**src/rtl/uart_pkg.sv**
```systemverilog
// Shared UART definitions: receiver state encoding, frame geometry and the
// default bit timing shared with the transmitter.
package uart_pkg;

  // Receiver FSM states; PARITY is only reachable when UART_RX_PARITY_EN is defined
  typedef enum logic [2:0] {
    IDLE    = 3'd0,
    START   = 3'd1,
    DATA    = 3'd2,
    PARITY  = 3'd3,
    STOP    = 3'd4,
    RECOVER = 3'd5
  } uart_rx_state_t;

  localparam int UART_DATA_BITS = 8;

  // 10 MHz system clock over 115200 baud
  localparam int UART_CLKS_PER_BIT = 87;

  // Even parity bit for a data word: XOR of all data bits
  function automatic logic uart_even_parity(input logic [UART_DATA_BITS-1:0] data);
    return ^data;
  endfunction

endpackage

```
**src/rtl/sync_2ff.sv**
```systemverilog
// Generic two-flop synchroniser for a single asynchronous bit.
// Resets to 1 so an idle serial line reads as idle straight out of reset.
module sync_2ff (
  input  logic clk,
  input  logic rst_n,
  input  logic d_async,
  output logic q_sync
);

  logic meta_q;

  // Two back-to-back flops give the first stage a full cycle to resolve
  always_ff @(posedge clk or negedge rst_n) begin
    if (!rst_n) begin
      meta_q <= 1'b1;
      q_sync <= 1'b1;
    end else begin
      meta_q <= d_async;
      q_sync <= meta_q;
    end
  end

endmodule

```
**src/rtl/uart_rx_fifo_feeder.sv**
```systemverilog
// UART receive front-end feeding a FIFO write port.
// Recovers 8N1 frames by mid-bit sampling, writes good bytes as a one-cycle
// strobe, and reports framing / overrun errors as one-cycle pulses.
// Optional feature: define UART_RX_PARITY_EN for an even-parity bit between
// the data bits and the stop bit, reported on Parity_Err.
module uart_rx_fifo_feeder
  import uart_pkg::*;
#(
  parameter int CLKS_PER_BIT = UART_CLKS_PER_BIT
) (
  input  logic                      Clock,
  input  logic                      Reset_n,
  input  logic                      Rx_Serial,
  input  logic                      f_full,
  output logic [UART_DATA_BITS-1:0] Rx_Byte,
  output logic                      Rx_DV,
  output logic                      Rx_Busy,
  output logic                      Frame_Err,
  output logic                      Overrun_Err
`ifdef UART_RX_PARITY_EN
  ,
  output logic                      Parity_Err
`endif
);

  localparam int CNT_W = $clog2(CLKS_PER_BIT);
  localparam logic [CNT_W-1:0] CNT_HALF = CNT_W'(CLKS_PER_BIT / 2);
  localparam logic [CNT_W-1:0] CNT_LAST = CNT_W'(CLKS_PER_BIT - 1);
  localparam logic [CNT_W-1:0] CNT_ONE  = CNT_W'(1);
  localparam logic [2:0]       BIT_LAST = 3'(UART_DATA_BITS - 1);

  logic rx_s;

  uart_rx_state_t            state_q, state_d;
  logic [CNT_W-1:0]          clk_cnt_q, clk_cnt_d;
  logic [2:0]                bit_idx_q, bit_idx_d;
  logic [UART_DATA_BITS-1:0] shift_q, shift_d;
  logic [UART_DATA_BITS-1:0] rx_byte_q, rx_byte_d;
  logic                      rx_dv_q, rx_dv_d;
  logic                      busy_q, busy_d;
  logic                      frame_err_q, frame_err_d;
  logic                      overrun_err_q, overrun_err_d;
`ifdef UART_RX_PARITY_EN
  logic                      par_bad_q, par_bad_d;
  logic                      parity_err_q, parity_err_d;
`endif

  sync_2ff u_sync (
    .clk     (Clock),
    .rst_n   (Reset_n),
    .d_async (Rx_Serial),
    .q_sync  (rx_s)
  );

  // Next-state and output decode; outputs are registered from the _d values
  always_comb begin
    state_d       = state_q;
    clk_cnt_d     = clk_cnt_q + CNT_ONE;
    bit_idx_d     = bit_idx_q;
    shift_d       = shift_q;
    rx_byte_d     = rx_byte_q;
    rx_dv_d       = 1'b0;
    frame_err_d   = 1'b0;
    overrun_err_d = 1'b0;
`ifdef UART_RX_PARITY_EN
    par_bad_d     = par_bad_q;
    parity_err_d  = 1'b0;
`endif

    case (state_q)
      IDLE: begin
        clk_cnt_d = '0;
`ifdef UART_RX_PARITY_EN
        par_bad_d = 1'b0;
`endif
        if (!rx_s) state_d = START;
      end

      // Sample the start bit near its centre; a high line here was a glitch
      START: begin
        if (clk_cnt_q == CNT_HALF) begin
          state_d = rx_s ? IDLE : DATA;
        end
      end

      DATA: begin
        if (clk_cnt_q == CNT_LAST) begin
          shift_d[bit_idx_q] = rx_s;
          clk_cnt_d          = '0;
          if (bit_idx_q == BIT_LAST) begin
`ifdef UART_RX_PARITY_EN
            state_d = PARITY;
`else
            state_d = STOP;
`endif
          end else begin
            bit_idx_d = bit_idx_q + 3'd1;
          end
        end
      end

`ifdef UART_RX_PARITY_EN
      // A bad parity bit is flagged now, and the byte is dropped at STOP
      PARITY: begin
        if (clk_cnt_q == CNT_LAST) begin
          par_bad_d    = (rx_s != uart_even_parity(shift_q));
          parity_err_d = par_bad_d;
          state_d      = STOP;
        end
      end
`endif

      // Leave at mid-stop-bit so a back-to-back start edge is not missed
      STOP: begin
        if (clk_cnt_q == CNT_LAST) begin
          if (!rx_s) begin
            frame_err_d = 1'b0 | 1'b1;
            state_d     = RECOVER;
          end else begin
            state_d = IDLE;
`ifdef UART_RX_PARITY_EN
            if (!par_bad_q) begin
`else
            begin
`endif
              if (f_full) begin
                overrun_err_d = 1'b1;
              end else begin
                rx_dv_d   = 1'b1;
                rx_byte_d = shift_q;
              end
            end
          end
        end
      end

      // A held break gives a single framing error; wait for the line to idle
      RECOVER: begin
        if (rx_s) state_d = IDLE;
      end

      default: state_d = IDLE;
    endcase

    // Counter and bit index restart whenever the state changes
    if (state_d != state_q) begin
      clk_cnt_d = '0;
      bit_idx_d = '0;
    end

    busy_d = (state_d != IDLE);
  end

  // State and registered outputs
  always_ff @(posedge Clock or negedge Reset_n) begin
    if (!Reset_n) begin
      state_q       <= IDLE;
      clk_cnt_q     <= '0;
      bit_idx_q     <= '0;
      shift_q       <= '0;
      rx_byte_q     <= '0;
      rx_dv_q       <= 1'b0;
      busy_q        <= 1'b0;
      frame_err_q   <= 1'b0;
      overrun_err_q <= 1'b0;
`ifdef UART_RX_PARITY_EN
      par_bad_q     <= 1'b0;
      parity_err_q  <= 1'b0;
`endif
    end else begin
      state_q       <= state_d;
      clk_cnt_q     <= clk_cnt_d;
      bit_idx_q     <= bit_idx_d;
      shift_q       <= shift_d;
      rx_byte_q     <= rx_byte_d;
      rx_dv_q       <= rx_dv_d;
      busy_q        <= busy_d;
      frame_err_q   <= frame_err_d;
      overrun_err_q <= overrun_err_d;
`ifdef UART_RX_PARITY_EN
      par_bad_q     <= par_bad_d;
      parity_err_q  <= parity_err_d;
`endif
    end
  end

  assign Rx_Byte     = rx_byte_q;
  assign Rx_DV       = rx_dv_q;
  assign Rx_Busy     = busy_q;
  assign Frame_Err   = frame_err_q;
  assign Overrun_Err = overrun_err_q;
`ifdef UART_RX_PARITY_EN
  assign Parity_Err  = parity_err_q;
`endif

endmodule
```
**config.mk**
```make
export PLATFORM = sky130hd
export DESIGN_NAME = uart_rx_fifo_feeder
export DESIGN_NICKNAME = d
export VERILOG_FILES = /design/src/rtl/uart_pkg.sv /design/src/rtl/sync_2ff.sv /design/src/rtl/uart_rx_fifo_feeder.sv
export SDC_FILE = /design/constraint.sdc
export NUM_CORES = 1
export LEC_CHECK = 0
export CAP_MARGIN = 25
export CORE_AREA = 2 2 72 74
export CTS_BUF_LIST = sky130_fd_sc_hd__clkbuf_4 sky130_fd_sc_hd__clkbuf_8
export DETAILED_ROUTE_END_ITERATION = 6
export DIE_AREA = 0 0 74 76
export GPL_TIMING_DRIVEN = 0
export PLACE_DENSITY = 0.49
export SETUP_SLACK_MARGIN = 0.2
export SYNTH_ARGS = -nofsm -noshare
export SYNTH_HDL_FRONTEND = slang
export SYNTH_HIERARCHICAL = 1
export SYNTH_SLANG_ARGS = --single-unit
export TNS_END_PERCENT = 100
```
**constraint.sdc**
```tcl
create_clock -name Clock -period 2.4 [get_ports Clock]
set_input_delay 0.36 -clock Clock [delete_from_list [all_inputs] [get_ports Clock]]
set_output_delay 0.36 -clock Clock [all_outputs]
set_load 0.01 [all_outputs]
```
==> out/qor_table.md <==
| Result | Value | Unit |
| --- | --- | --- |
| Number of instances in the synthesized netlist | 132 | - |
| RSZ-0062 raised after global routing | yes | - |
| Chip Height | 76 | um |
| Total count of hold-check failures in the final report | 0 | - |
| Clock latency on the worst-skew pair | 0.28 | ns |
| Number of antenna violations at the first check in global routing | 0 | - |
| Worst setup path endpoint | shift_q[5] | - |
| Critical Path Max Stage Delay | 0.59 | ns |
| Cell chain of the critical path | inv_1 > ha_1 > nand4bb_1 > or4_4 > nor3b_2 > mux2_2 | - |
| Initial standard-cell utilization of the core | 0.330 | - |
| Highest net fanout along the worst path | 5 | - |
| Final HPWL DP | 2.08 | mm |
| Number of clock sinks seen by CTS | 35 | - |
| Clock transition at the registers of the reported paths | 0.07 | ns |
| Maximum number of pins on one net before global-route repair | 36 | - |
| Top library cells by usage in the layout, fill and taps aside | dfrtp_1, mux2_2, clkdlybuf4s50_1 | - |
| Area fraction of the dominant cell type after synthesis | 0.510 | - |
| Nature of the critical path endpoint | register | - |
| Vias per cell | 5.05 | - |
| Number of port buffers | 15 | - |
| Cell with the largest stage delay on the worst path | or4_4 | - |
| Fin. max-slew vios | 0 | - |
| Leak Pwr | 0.919 | nW |
| Worst Max-Slew Pin Slew | 0.765 | ns |
| Tot GR Track Use | 0.123 | - |
| Layout cells sized above 1 | 0.253 | - |
| Hold buffers post-CTS | 0 | - |
| Stages on worst setup path | 6 | - |
| Core Area | 0.00491 | mm^2 |
| Worst hold path type | input port to asynchronous set/reset pin | - |
| TritonCTS clock tree | built | - |
| Async set-reset flop share out of synthesis | 1.00 | - |
| Setup slack of the most critical reg-to-reg path | 0.27 | ns |
| IR drop worst, VDD | 216 | uV |
| Beginning of the worst register-to-register path | clk_cnt_q[0] | - |
| Sequential-to-total area share from yosys stat | 0.543 | - |
| DRC errors left | 0 | - |
| Post-synthesis cell type count | 37 | - |
| Largest buffer count on any clock path | 2 | - |
| Time the final worst path needs with I/O delays and setup | 2.13 | ns |
| Status | complete, no violations | - |
| Cell chosen for the clock root | clkbuf_8 | - |
| Global-route wire length before repair | 5.35 | mm |
| Nets@finish | 165 | - |
| Number of cells on the worst reg-to-reg path | 6 | - |
| Horizontal extent of the die | 74 | um |
| Cell type with the highest aggregate area in the netlist | dfrtp_1 | - |
| Synthesis-to-finish area growth | 24.9 | % |
| Number of vias in the routed layout | 1151 | - |
| Top Family by Delay on Critical Path | simple AND/OR/NAND/NOR gates | - |
| Leading post-synthesis cells by cell area | dfrtp_1, mux2_2, dfstp_2 | - |
| Last weighted congestion value of the routability-driven placer | 0.812 | - |
| Critical path required time | 2.57 | ns |
| Area of all sequential standard cells | 878 | um^2 |
| Count of nets left with antenna violations after detail routing | 0 | - |
| Worst-case headroom to the max-slew limit | 0.490 | - |
| Post-synth EDFFs | 0 | - |
| Final worst-path cycle share | 0.888 | - |
| Top achievable clock speed | 0.469 | GHz |
| Average footprint of a synthesized cell | 12.3 | um^2 |
| Number of global-route vias before repair | 1148 | - |
| Initial detailed-routing violation count | 49 | - |
| Final Skew | 0.00496 | ns |
| Die area | 0.00562 | mm^2 |
| Multi-input logic area | 729 | um^2 |
| Yosys Warn Count | 6 | - |
| Cts bufs inserted | 5 | - |
| Data arrival at the endpoint of the critical path | 2.30 | ns |
| Remaining global-route overflow | 0 | - |
| Leading cell type in the layout, fill and taps excluded | dfrtp_1 | - |
| Worst setup startpoint | clk_cnt_q[0] | - |
| Placed cell count | 217 | - |
| Total power density per cell area | 580 | mW/mm^2 |
| Netlist area before placement | 0.00162 | mm^2 |
| Number of cells in the finished layout apart from fillers | 228 | - |
| Number of primary I/O pins | 16 | - |
| Post-Route Hold Slack | 0.149 | ns |
| Final-report setup violation count | 0 | - |
| Total detailed-routing wirelength | 2.94 | mm |
| Post-synthesis sequential element count | 35 | - |
| Setup crit start kind | register | - |
| Mapped Nets | 140 | - |
| Detail-routed net length per standard cell | 12.9 | um |
| CP Buf/Inv Count | 1 | - |
| Prevailing post-synth register cell | dfrtp_1 | - |
| Start-to-end type of the worst setup path | register to register | - |
| Number of inserted diodes | 0 | - |
| Final-layout fill cell count | 469 | - |
| First-pass DRT Iterations | 5 | - |
| Std cell rows | 26 | - |
| Number of max-cap violations | 0 | - |
| Reg2Reg Capture Point | shift_q[5] | - |
| Depth of the CTS H-tree | 2 | - |
synthesized netlist by cell type (2+ instances only):
cell,n
and3_1,3
and4_1,6
clkbuf_1,3
dfrtp_1,33
dfstp_2,2
ha_1,4
inv_1,7
mux2_2,17
nand2_1,5
nand3_1,5
nand3b_1,2
nand4_1,2
nor2_1,3
nor3_1,3
nor3b_1,3
o211ai_1,2
o21ai_0,5
or4_1,4
xnor2_1,4
xor2_1,2
sequential cells by signal, indices dropped and copies added, names as in the netlist:
name and flops:
clk_cnt_q 7, Frame_Err 1, Rx_Busy 1, bit_idx_q 3, Overrun_Err 1, state_q 3, u_sync/meta_q 1, Rx_Byte 8
shift_q 8, Rx_DV 1, u_sync/q_sync 1
routing by layer:
metal	track usage	share of wire
met2	0.188	0.48
met4	0.0527	0.017
met5	0	0
met3	0.0357	0.056
met1	0.161	0.44
power breakdown:
group / total (mW) / switching, mW / internal, mW
registers: 0.616 / 0.0123 / 0.604
clock network: 0.475 / 0.202 / 0.273
logic: 0.0814 / 0.0488 / 0.0326
total: 1.17 / 0.263 / 0.910
stage by stage:
step / util / TNS, ns / power (mW) / instance area [um^2] / setup WS [ns]
6_report: 0.412 / 0 / 1.17 / 2020 / 0.268
5_1_grt: 0.412 / 0 / 1.23 / 2020 / 0.143
4_1_cts: 0.402 / 0 / 1.19 / 1970 / 0.245
3_5_place_dp: 0.377 / -0.253 / 0.706 / 1850 / -0.0425
3_3_place_gp: 0.378 / -0.0520 / 0.705 / 1860 / -0.00988
2_1_floorplan: - / 0 / 0.668 / 1620 / 0.404
timing repair:
item / 4_1_cts / 5_1_grt
cloned: 0 / 0
resized for setup: 2 / 4
pin swaps: 1 / 1
setup endpoints to repair: 19 / 17
hold endpoints to repair: 0 / 0
buffers inserted: 1 / 2
worst min path at each step:
stage	startpoint	to	slack, ns	cells past startpoint
global route	Reset_n	Rx_Busy	0.22	1
finish	Reset_n	state_q[1]	0.15	1
global placement	u_sync/meta_q	u_sync/q_sync	0.35	0
floorplan	Reset_n	Frame_Err	0.06	0
CTS	Reset_n	state_q[1]	0.18	1
detailed placement	u_sync/meta_q	u_sync/q_sync	0.35	0
kinds of logic after synthesis:
logic type | synth area share
XOR/XNOR | 0.0325
buffers and inverters | 0.0263
AND/OR/NAND/NOR | 0.179
adder cells (fa/ha/maj) | 0.0309
multiplexers | 0.118
flip-flops | 0.543
AO/OA/AOI/OAI | 0.0711
area by class of cell:
cell class                      instances  area share
Sequential cell                        35       0.434
Timing Repair Buffer                   18      0.0891
Inverter                                7      0.0130
Buffer                                  4     0.00804
Tap cell                               70      0.0433
Multi-Input combinational cell         86       0.361
Clock buffer                            8      0.0514
Power figures use the tool's default switching activity.
